[config.mk]
export PLATFORM = sky130hd
export DESIGN_NAME = csr_arbiter
export DESIGN_NICKNAME = d
export VERILOG_FILES = /design/src/rtl/csr_arbiter.sv
export SDC_FILE = /design/constraint.sdc
export NUM_CORES = 1
export LEC_CHECK = 0
export CAP_MARGIN = 25
export CORE_MARGIN = 4
export CORE_UTILIZATION = 40
export CTS_BUF_LIST = sky130_fd_sc_hd__clkbuf_2 sky130_fd_sc_hd__clkbuf_4 sky130_fd_sc_hd__clkbuf_8
export DETAILED_ROUTE_END_ITERATION = 16
export HOLD_SLACK_MARGIN = 0.08
export PLACE_DENSITY = 0.76
export SLEW_MARGIN = 20
export SYNTH_ARGS = -nofsm -noshare
export SYNTH_HDL_FRONTEND = slang
export SYNTH_SLANG_ARGS = --single-unit
[constraint.sdc]
create_clock -name clk -period 2.6 [get_ports clk]
set_clock_uncertainty 0.1 [all_clocks]
set_input_delay 0.52 -clock clk [delete_from_list [all_inputs] [get_ports clk]]
set_output_delay 0.52 -clock clk [all_outputs]
set_load 0.1 [all_outputs]
[src/rtl/csr_arbiter.sv]
// csr_arbiter: two-master arbiter for the board-controller CSR bus.
// Master 0 is the I2C slave, master 1 the internal register sequencer.
// Each access takes IDLE -> ACCESS -> ACK; a master may hold the bus
// across accesses with its lock input, and an idle lock is forcibly
// released after LOCK_TIMEOUT ce ticks (sticky lock_timeout flag).
// Optional feature macro: CSR_ARBITER_ROUND_ROBIN_EN
//   defined   - simultaneous requests in IDLE go to the master not granted last
//   undefined - fixed priority, master 0 always wins
module csr_arbiter #(
    parameter int unsigned ADDR_W       = 5,
    parameter int unsigned DATA_W       = 8,
    parameter int unsigned LOCK_TIMEOUT = 64
) (
    input  logic              clk,
    input  logic              rst,
    input  logic              ce,
    input  logic              m0_req,
    input  logic              m1_req,
    input  logic              m0_lock,
    input  logic              m1_lock,
    input  logic [ADDR_W-1:0] m0_a,
    input  logic [ADDR_W-1:0] m1_a,
    input  logic              m0_we,
    input  logic              m1_we,
    input  logic [DATA_W-1:0] m0_di,
    input  logic [DATA_W-1:0] m1_di,
    output logic              m0_ack,
    output logic              m1_ack,
    output logic [DATA_W-1:0] m0_do,
    output logic [DATA_W-1:0] m1_do,
    output logic [ADDR_W-1:0] csr_a,
    output logic [DATA_W-1:0] csr_di,
    output logic              csr_we,
    input  logic [DATA_W-1:0] csr_do,
    output logic              owner,
    output logic              busy,
    output logic              lock_timeout,
    input  logic              clr_timeout
);

    // Counter wide enough to hold LOCK_TIMEOUT itself, so it saturates
    // at the release value instead of wrapping.
    localparam int unsigned      CNT_W       = (LOCK_TIMEOUT < 1) ? 1 : $clog2(LOCK_TIMEOUT + 1);
    localparam logic [CNT_W-1:0] TIMEOUT_VAL = CNT_W'(LOCK_TIMEOUT);

    typedef enum logic [1:0] {
        ST_IDLE,
        ST_ACCESS,
        ST_ACK,
        ST_LOCKED
    } state_t;

    state_t              r_state;
    state_t              w_state_next;
    logic                r_owner;
    logic                r_we;
    logic [ADDR_W-1:0]   r_csr_a;
    logic [DATA_W-1:0]   r_csr_di;
    logic [DATA_W-1:0]   r_m0_do;
    logic [DATA_W-1:0]   r_m1_do;
    logic [CNT_W-1:0]    r_cnt;
    logic                r_lock_timeout;

    logic                w_own_req;
    logic                w_own_lock;
    logic                w_win;
    logic                w_grant;
    logic                w_grant_sel;
    logic                w_cnt_clr;
    logic                w_cnt_en;
    logic                w_timeout;
    logic [CNT_W-1:0]    w_cnt_inc;

    assign w_own_req  = r_owner ? m1_req  : m0_req;
    assign w_own_lock = r_owner ? m1_lock : m0_lock;
    assign w_cnt_inc  = r_cnt + 1'b1;

`ifdef CSR_ARBITER_ROUND_ROBIN_EN
    logic r_last;

    // Winner selection: on a tie the master not granted last wins.
    always_comb begin
        if (m0_req && m1_req) begin
            w_win = ~r_last;
        end else begin
            w_win = ~m0_req;
        end
    end

    // Remember the last master granted from IDLE; reset favours master 0 first.
    always_ff @(posedge clk) begin
        if (rst) begin
            r_last <= 1'b1;
        end else if (w_grant && (r_state == ST_IDLE)) begin
            r_last <= w_grant_sel;
        end
    end
`else
    // Fixed priority: master 1 only wins when master 0 is not requesting.
    assign w_win = ~m0_req;
`endif

    // State register.
    always_ff @(posedge clk) begin
        // NOTE: sequential state uses non-blocking assignments so every flop
        // samples pre-edge values regardless of block ordering.
        if (rst) begin
            r_state <= ST_IDLE;
        end else begin
            r_state <= w_state_next;
        end
    end

    // Next-state logic, grant decision and lock-timeout detection.
    always_comb begin
        // NOTE: every output of this block gets a default first, so no path
        // through the case leaves a signal unassigned and infers a latch.
        w_state_next = r_state;
        w_grant      = 1'b0;
        w_grant_sel  = r_owner;
        w_cnt_clr    = 1'b0;
        w_cnt_en     = 1'b0;
        w_timeout    = 1'b0;
        case (r_state)
            ST_IDLE: begin
                if (m0_req || m1_req) begin
                    w_grant      = 1'b1;
                    w_grant_sel  = w_win;
                    w_state_next = ST_ACCESS;
                end
            end
            ST_ACCESS: begin
                w_state_next = ST_ACK;
            end
            ST_ACK: begin
                if (w_own_lock) begin
                    w_cnt_clr    = 1'b1;
                    w_state_next = ST_LOCKED;
                end else begin
                    w_state_next = ST_IDLE;
                end
            end
            ST_LOCKED: begin
                if (w_own_req) begin
                    w_grant      = 1'b1;
                    w_grant_sel  = r_owner;
                    w_state_next = ST_ACCESS;
                end else if (!w_own_lock) begin
                    w_state_next = ST_IDLE;
                end else if (ce) begin
                    w_cnt_en = 1'b1;
                    if (w_cnt_inc >= TIMEOUT_VAL) begin
                        w_timeout    = 1'b1;
                        w_state_next = ST_IDLE;
                    end
                end
            end
            default: begin
                w_state_next = ST_IDLE;
            end
        endcase
    end

    // Request latch, read-data capture, lock counter and sticky timeout flag.
    always_ff @(posedge clk) begin
        if (rst) begin
            r_owner        <= 1'b0;
            r_we           <= 1'b0;
            r_csr_a        <= '0;
            r_csr_di       <= '0;
            r_m0_do        <= '0;
            r_m1_do        <= '0;
            r_cnt          <= '0;
            r_lock_timeout <= 1'b0;
        end else begin
            if (w_grant) begin
                r_owner  <= w_grant_sel;
                r_we     <= w_grant_sel ? m1_we : m0_we;
                r_csr_a  <= w_grant_sel ? m1_a  : m0_a;
                r_csr_di <= w_grant_sel ? m1_di : m0_di;
            end

            if ((r_state == ST_ACCESS) && !r_we) begin
                if (r_owner) begin
                    r_m1_do <= csr_do;
                end else begin
                    r_m0_do <= csr_do;
                end
            end

            if (w_cnt_clr) begin
                r_cnt <= '0;
            end else if (w_cnt_en) begin
                r_cnt <= w_cnt_inc;
            end

            // Setting wins over clearing when both happen in one cycle.
            if (w_timeout) begin
                r_lock_timeout <= 1'b1;
            end else if (clr_timeout) begin
                r_lock_timeout <= 1'b0;
            end
        end
    end

    // Strobes decode straight from the registered state: csr_we exists only
    // in ACCESS and ack only in ACK, so a reset that forces IDLE kills both
    // from the next cycle on.
    assign csr_we       = (r_state == ST_ACCESS) && r_we;
    assign m0_ack       = (r_state == ST_ACK) && !r_owner;
    assign m1_ack       = (r_state == ST_ACK) &&  r_owner;
    assign csr_a        = r_csr_a;
    assign csr_di       = r_csr_di;
    assign m0_do        = r_m0_do;
    assign m1_do        = r_m1_do;
    assign owner        = r_owner;
    assign busy         = (r_state != ST_IDLE);
    assign lock_timeout = r_lock_timeout;

endmodule

==> metrics.yaml, run 1 <==
die:
  core_region_area_mm2: 0.004755
  die_w_um: 78.33
  io_pins: 79
  die_height_um: 78.33
  dieArea_mm2: 0.006135
  rows: 25
  start_util_pct: 41.61
global_route:
  grt.total_usage_pct: 15.39
  grt_pass1_wl_um: 7790
  antenna_found_initial: 0
  first_global_vias: 1761
  grt-ovfl-total: 0
  grt_max_degree: 33
routing:
  ant_nets: 0
  drc: 0
  drtIter0Drc: 40
  avgViaCountPerCell: 5.108
  first_pass_iters: 4
  post_drt_wl_per_cell_um: 13.87
  wirelength_um: 4744
  via_count: 1747
clock_tree:
  cts_buffers: 5
  cts_buffer_depth: 2
  post_cts_buffers: 0
  clk_pin_slew_ns: 0.08
  worstSkewPairLatency_ns: 0.28
  cts_hold_buf: 0
  cts_resized: 0
  cts_tree: "built"
  clock-sinks: 41
  cts_max_level: 2
  root_buffer: "clkbuf_8"
synthesis:
  synth_edf_count: 0
  synth_top_area_share_pct: 41.49
  ys.warnings.count: 0
  syn_area_mm2: 0.001978
  synth_ff_type: "dfxtp_1"
  ys_ff_latch: 41
  ys_seq_area_share_pct: 41.49
  synthTopCellsByArea: "dfxtp_1 (41%), mux2i_1 (16%), a311oi_1 (6.2%), a21oi_1 (5.1%), nor2_1 (4.6%)"
  synthArstFlopShare_pct: 0
  syn_nets: 250
  yosysTopAreaCell: "dfxtp_1"
  avgSynthCellArea_um2: 9.891
  netlist_instances: 200
  ys_types: 43
sta:
  max_freq_mhz: 454.7
  hold_viol: 0
  timing.final.crit_share_pct: 84.58
  worst_pin_slew_ns: 0.7774
  report.final.slew_viol_count: 0
  relSlewSlack_pct: 48.17
  setup_viol_count_final: 0
  rsz0062_at_grt: "false"
  layout_min_cycle_time_ns: 2.199
  setup_tns_ns: 0
finish:
  fin_nets: 325
  num_antenna_cells: 0
  final_common_cell: "clkdlybuf4s50_1"
  finish.instance_area_mm2: 0.002830
  final_cell_mix: "clkdlybuf4s50_1 (43), dfxtp_1 (41), buf_4 (36), mux2i_1 (31), nor2_1 (24)"
  drive_above_1_share_pct: 20.36
  areaGrowthSynthToFinish_pct: 43.07
job:
  maxCapViolCount: 0
setup_path:
  cp_cell_sequence: "inv_1, ha_1, a21oi_1, a21o_1, mux2i_1, a311oi_1"
  cpMaxStageDelayCell: "a21o_1"
  worst_setup_path_end_kind: "register"
  critPathLaunchType: "register"
  critical_path_class: "reg -> reg"
  cp.arrival_ns: 2.29
  cp.required_ns: 2.69
  slowest_delay_ns: 0.61
  crit_fanout: 15
power:
  peakVddDrop_uv: 734.1
  power_density_mw_per_mm2: 935.8
  leakage_nw: 1.235
hold_path:
  hold_path_class: "reg -> reg"
placed_design:
  io_buffer_count: 78
  hpwl_um: 3524
  place_area_mm2: 0.002740
  gp_congestion: 0.7572
run_status:
  status: "finished clean"
-- where the power goes --
| group | internal (mW) | switching (mW) |
|---|---|---|
| logic | 0.398 | 1.04 |
| registers | 0.729 | 0.0645 |
| clock network | 0.210 | 0.208 |
| total | 1.34 | 1.31 |
-- logic make-up after synthesis --
| group | synth area share (%) |
|---|---|
| AOI/OAI and AO/OA | 18.98 |
| and+or+nand+nor | 11.83 |
| DFF | 41.49 |
| muxes | 17.96 |
| buffers and inverters | 4.174 |
| adders and majority gates | 3.795 |
| xor gates and xnor gates | 1.771 |
-- metal layers --
layer / GRT usage [%] / routed length, um
met5: 0 / 0
met2: 25.51 / 2148
met4: 4.371 / 27
met1: 18.51 / 2148
met3: 5.963 / 419
-- Yosys cell counts (4+ instances only) --
library cell	number
a21oi_1	20
a311oi_1	14
clkbuf_1	7
dfxtp_1	41
ha_1	6
mux2_2	4
mux2i_1	31
nor2_1	24
xor2_1	4
-- registers in the layout, summed over array words and instances, names as in the netlist --
name,cells
csr_a,5
m0_do,8
m1_do,8
r_we,1
r_state,2
lock_timeout,1
r_cnt,7
owner,1
csr_di,8
-- worst paths after layout --
path / start / to / slack [ns] / cells past startpoint
max: r_state[0]$_SDFFE_PP0P_ / csr_di[5]$_SDFFE_PP0P_ / 0.40 / 6
min: lock_timeout$_SDFFE_PP0P_ / lock_timeout$_SDFFE_PP0P_ / 0.38 / 2
max reg2reg: r_state[0]$_SDFFE_PP0P_ / csr_di[5]$_SDFFE_PP0P_ / 0.40 / 6
min reg2reg: lock_timeout$_SDFFE_PP0P_ / lock_timeout$_SDFFE_PP0P_ / 0.38 / 2
-- critical path: cells and delay by family (launching register included) --
family | cells | cell delay [ns]
buffers and inverters | 1 | 0.11
multiplexers | 1 | 0.17
flip-flops | 1 | 0.37
AO/OA/AOI/OAI | 3 | 1.06
adder cells (fa/ha/maj) | 1 | 0.28
-- area by class of cell --
cell class | instances | area [um2]
clock buffer | 6 | 82.58
clock inverter | 1 | 7.507
fill | 434 | 1924
inverter | 4 | 15.01
multi-input combinational | 142 | 1080
sequential | 41 | 820.8
tap | 67 | 83.83
timing repair buffer | 81 | 740.7
-- metrics by stage --
stage / instances / setup WS [ns] / util, % / power [mW] / hold slack, ns
6_report: 342 / 0.4008 / 59.53 / 2.649 / 0.3790
5_1_grt: 342 / 0.1861 / 59.53 / 2.782 / 0.4076
4_1_cts: 342 / 0.3676 / 59.53 / 2.672 / 0.3885
3_5_place_dp: 335 / 0.1739 / 57.63 / 2.249 / 0.3748
3_3_place_gp: 335 / 0.2159 / 57.63 / 2.237 / 0.3629
2_1_floorplan: 200 / 0.2426 / - / 1.928 / 0.3776
(Power assumes the default switching activity.)
==> run 2, diff against run 1 <==
--- a/config.mk
+++ b/config.mk
@@ -11,7 +11,7 @@
 export CTS_BUF_LIST = sky130_fd_sc_hd__clkbuf_2 sky130_fd_sc_hd__clkbuf_4 sky130_fd_sc_hd__clkbuf_8
 export DETAILED_ROUTE_END_ITERATION = 16
 export HOLD_SLACK_MARGIN = 0.08
-export PLACE_DENSITY = 0.76
+export PLACE_DENSITY = 0.79
 export SLEW_MARGIN = 20
 export SYNTH_ARGS = -nofsm -noshare
 export SYNTH_HDL_FRONTEND = slang
==> constraint.sdc (replaced) <==
create_clock -name clk -period 1.91 [get_ports clk]
set_clock_uncertainty 0.1 [all_clocks]
set_input_delay 0.382 -clock clk [delete_from_list [all_inputs] [get_ports clk]]
set_output_delay 0.382 -clock clk [all_outputs]
set_load 0.1 [all_outputs]
==> metrics.yaml, run 2 (same netlist as run 1, synthesis figures left out) <==
run_status:
  status: "finished clean"
finish:
  final_util_pct: 72.58
  final_cell_mix: "clkdlybuf4s50_1 (43), dfxtp_1 (38), buf_12 (36), mux2i_1 (31), nor2_1 (24)"
  drive_above_1_share_pct: 27.59
  final-instance-count-excl-fill: 357
  final_common_cell: "clkdlybuf4s50_1"
  num_antenna_cells: 0
  finish.instance_area_mm2: 0.003451
  fin_nets: 339
  seq_area_um2: 827.0
  areaGrowthSynthToFinish_pct: 74.45
  fill_cells: 345
  multiInputGateArea_mm2: 0.001137
setup_path:
  reg2reg_to: "r_state[0]$_SDFFE_PP0P_"
  worst_setup_path_end_kind: "register"
  cp-endpoint: "r_state[0]$_SDFFE_PP0P_"
  critPathLaunch: "m1_req"
  cp.required_ns: 2.00
  r2r_slack_ns: 0.10
  cp_top_family: "buffers and inverters"
  slowest_delay_ns: 0.51
  cpMaxStageDelayCell: "clkdlybuf4s50_1"
  cp.arrival_ns: 1.96
  critical_path_class: "in -> reg"
  crit_fanout: 4
  cp_cell_sequence: "clkdlybuf4s50_1, and4b_1, o22a_1, a22oi_1, mux2_2"
  path_buf_inv: 1
  worst-path-stages: 5
  r2r_start: "r_state[0]$_SDFFE_PP0P_"
  critPathLaunchType: "primary input"
  r2r_cells: 5
routing:
  wirelength_um: 5207
  first_pass_iters: 4
  avgViaCountPerCell: 5.210
  ant_nets: 0
  drc: 0
  drtIter0Drc: 65
  post_drt_wl_per_cell_um: 14.59
  via_count: 1860
sta:
  hold_viol: 0
  layout_min_cycle_time_ns: 1.867
  setup_viol_count_final: 0
  whs_ns: 0.4176
  relSlewSlack_pct: 61.14
  rsz0062_at_grt: "true"
  report.final.slew_viol_count: 0
  max_freq_mhz: 535.7
  timing.final.crit_share_pct: 97.73
  worst_pin_slew_ns: 0.5811
global_route:
  grt_pass1_wl_um: 8452
  grt_max_degree: 29
  grt-ovfl-total: 0
  antenna_found_initial: 0
  first_global_vias: 1885
  grt.total_usage_pct: 17.28
clock_tree:
  cts_buffer_depth: 2
  worstSkewPairLatency_ns: 0.29
  clk_pin_slew_ns: 0.08
  cts_max_level: 2
  cts_buffers: 5
  clock-sinks: 41
  root_buffer: "clkbuf_8"
  cts_tree: "built"
  post_cts_buffers: 0
die:
  die_w_um: 78.33
  core_region_area_mm2: 0.004755
  dieArea_mm2: 0.006135
  die_height_um: 78.33
  rows: 25
  start_util_pct: 41.61
  io_pins: 79
placed_design:
  io_buffer_count: 78
  dp.cells: 348
  gp_congestion: 0.9032
  hpwl_um: 3890
  place_area_mm2: 0.003298
power:
  power_density_mw_per_mm2: 1239
  peakVddDrop_uv: 922.8
  leakage_nw: 1.422
hold_path:
  hold_path_class: "reg -> reg"
job:
  maxCapViolCount: 0
run 2: changes by cell type in the layout (fill, tap and decap cells not counted), moves of 3 or more:
cell and delta:
buf_4 -21, dfxtp_1 -3, inv_1 -3, buf_12 +34
run 2: worst min path at each step:
stage                              startpoint                   endpoint  slack, ns  depth (start not counted)
CTS                 lock_timeout$_SDFFE_PP0P_  lock_timeout$_SDFFE_PP0P_       0.43                          2
detailed placement  lock_timeout$_SDFFE_PP0P_  lock_timeout$_SDFFE_PP0P_       0.41                          2
floorplan               r_cnt[6]$_SDFFE_PP0P_      r_cnt[6]$_SDFFE_PP0P_       0.38                          2
global placement        r_cnt[5]$_SDFFE_PP0P_      r_cnt[5]$_SDFFE_PP0P_       0.40                          2
finish              lock_timeout$_SDFFE_PP0P_  lock_timeout$_SDFFE_PP0P_       0.42                          2
global route        lock_timeout$_SDFFE_PP0P_  lock_timeout$_SDFFE_PP0P_       0.47                          2
run 2: through the flow:
step / setup slack, ns / TNS [ns] / power (mW)
floorplan: -0.1067 / -0.8441 / 2.663
global placement: -0.2568 / -2.600 / 3.502
detailed placement: -0.2725 / -3.195 / 3.528
CTS: 0.03496 / 0 / 4.273
global route: -0.04139 / -0.07952 / 4.439
finish: 0.04342 / 0 / 4.274
run 2: timing repair:
action                                  CTS  global route
gates resized for setup                   0             3
endpoints found under the hold margin     0             0
endpoints found under the setup margin    0            17
hold buffers                              0             0
run 2: worst min-delay path, delay by kind of cell, from the launching register on:
family | cells | cell delay [ns]
simple gates | 1 | 0.08
compound gates | 1 | 0.06
flops | 1 | 0.34
run 2: report_power, final:
| group | total [mW] | switching (mW) | leakage [nW] | internal (mW) |
|---|---|---|---|---|
| combinational | 2.39 | 1.47 | 1.03 | 0.919 |
| clock | 0.734 | 0.309 | 0.0574 | 0.425 |
| sequential | 1.15 | 0.153 | 0.336 | 0.996 |
run 2: layout make-up:
cell class	instances	area share, %
repair buffers	94	36.62
clock buffers	6	2.393
flip-flops and latches	41	23.97
clock inverters	2	1.088
multi-input cells	143	32.96
inverters	4	0.5439
well taps	67	2.429
run 2: per-layer routing:
| layer | vias up | track usage, % | part of all wire (%) |
|---|---|---|---|
| met5 | - | 0 | 0 |
| met4 | 0 | 6.294 | 1.4 |
| met3 | 8 | 7.798 | 8.6 |
| met2 | 63 | 29.97 | 50 |
| met1 | 868 | 18.43 | 40 |
| li1 | 921 | - | - |
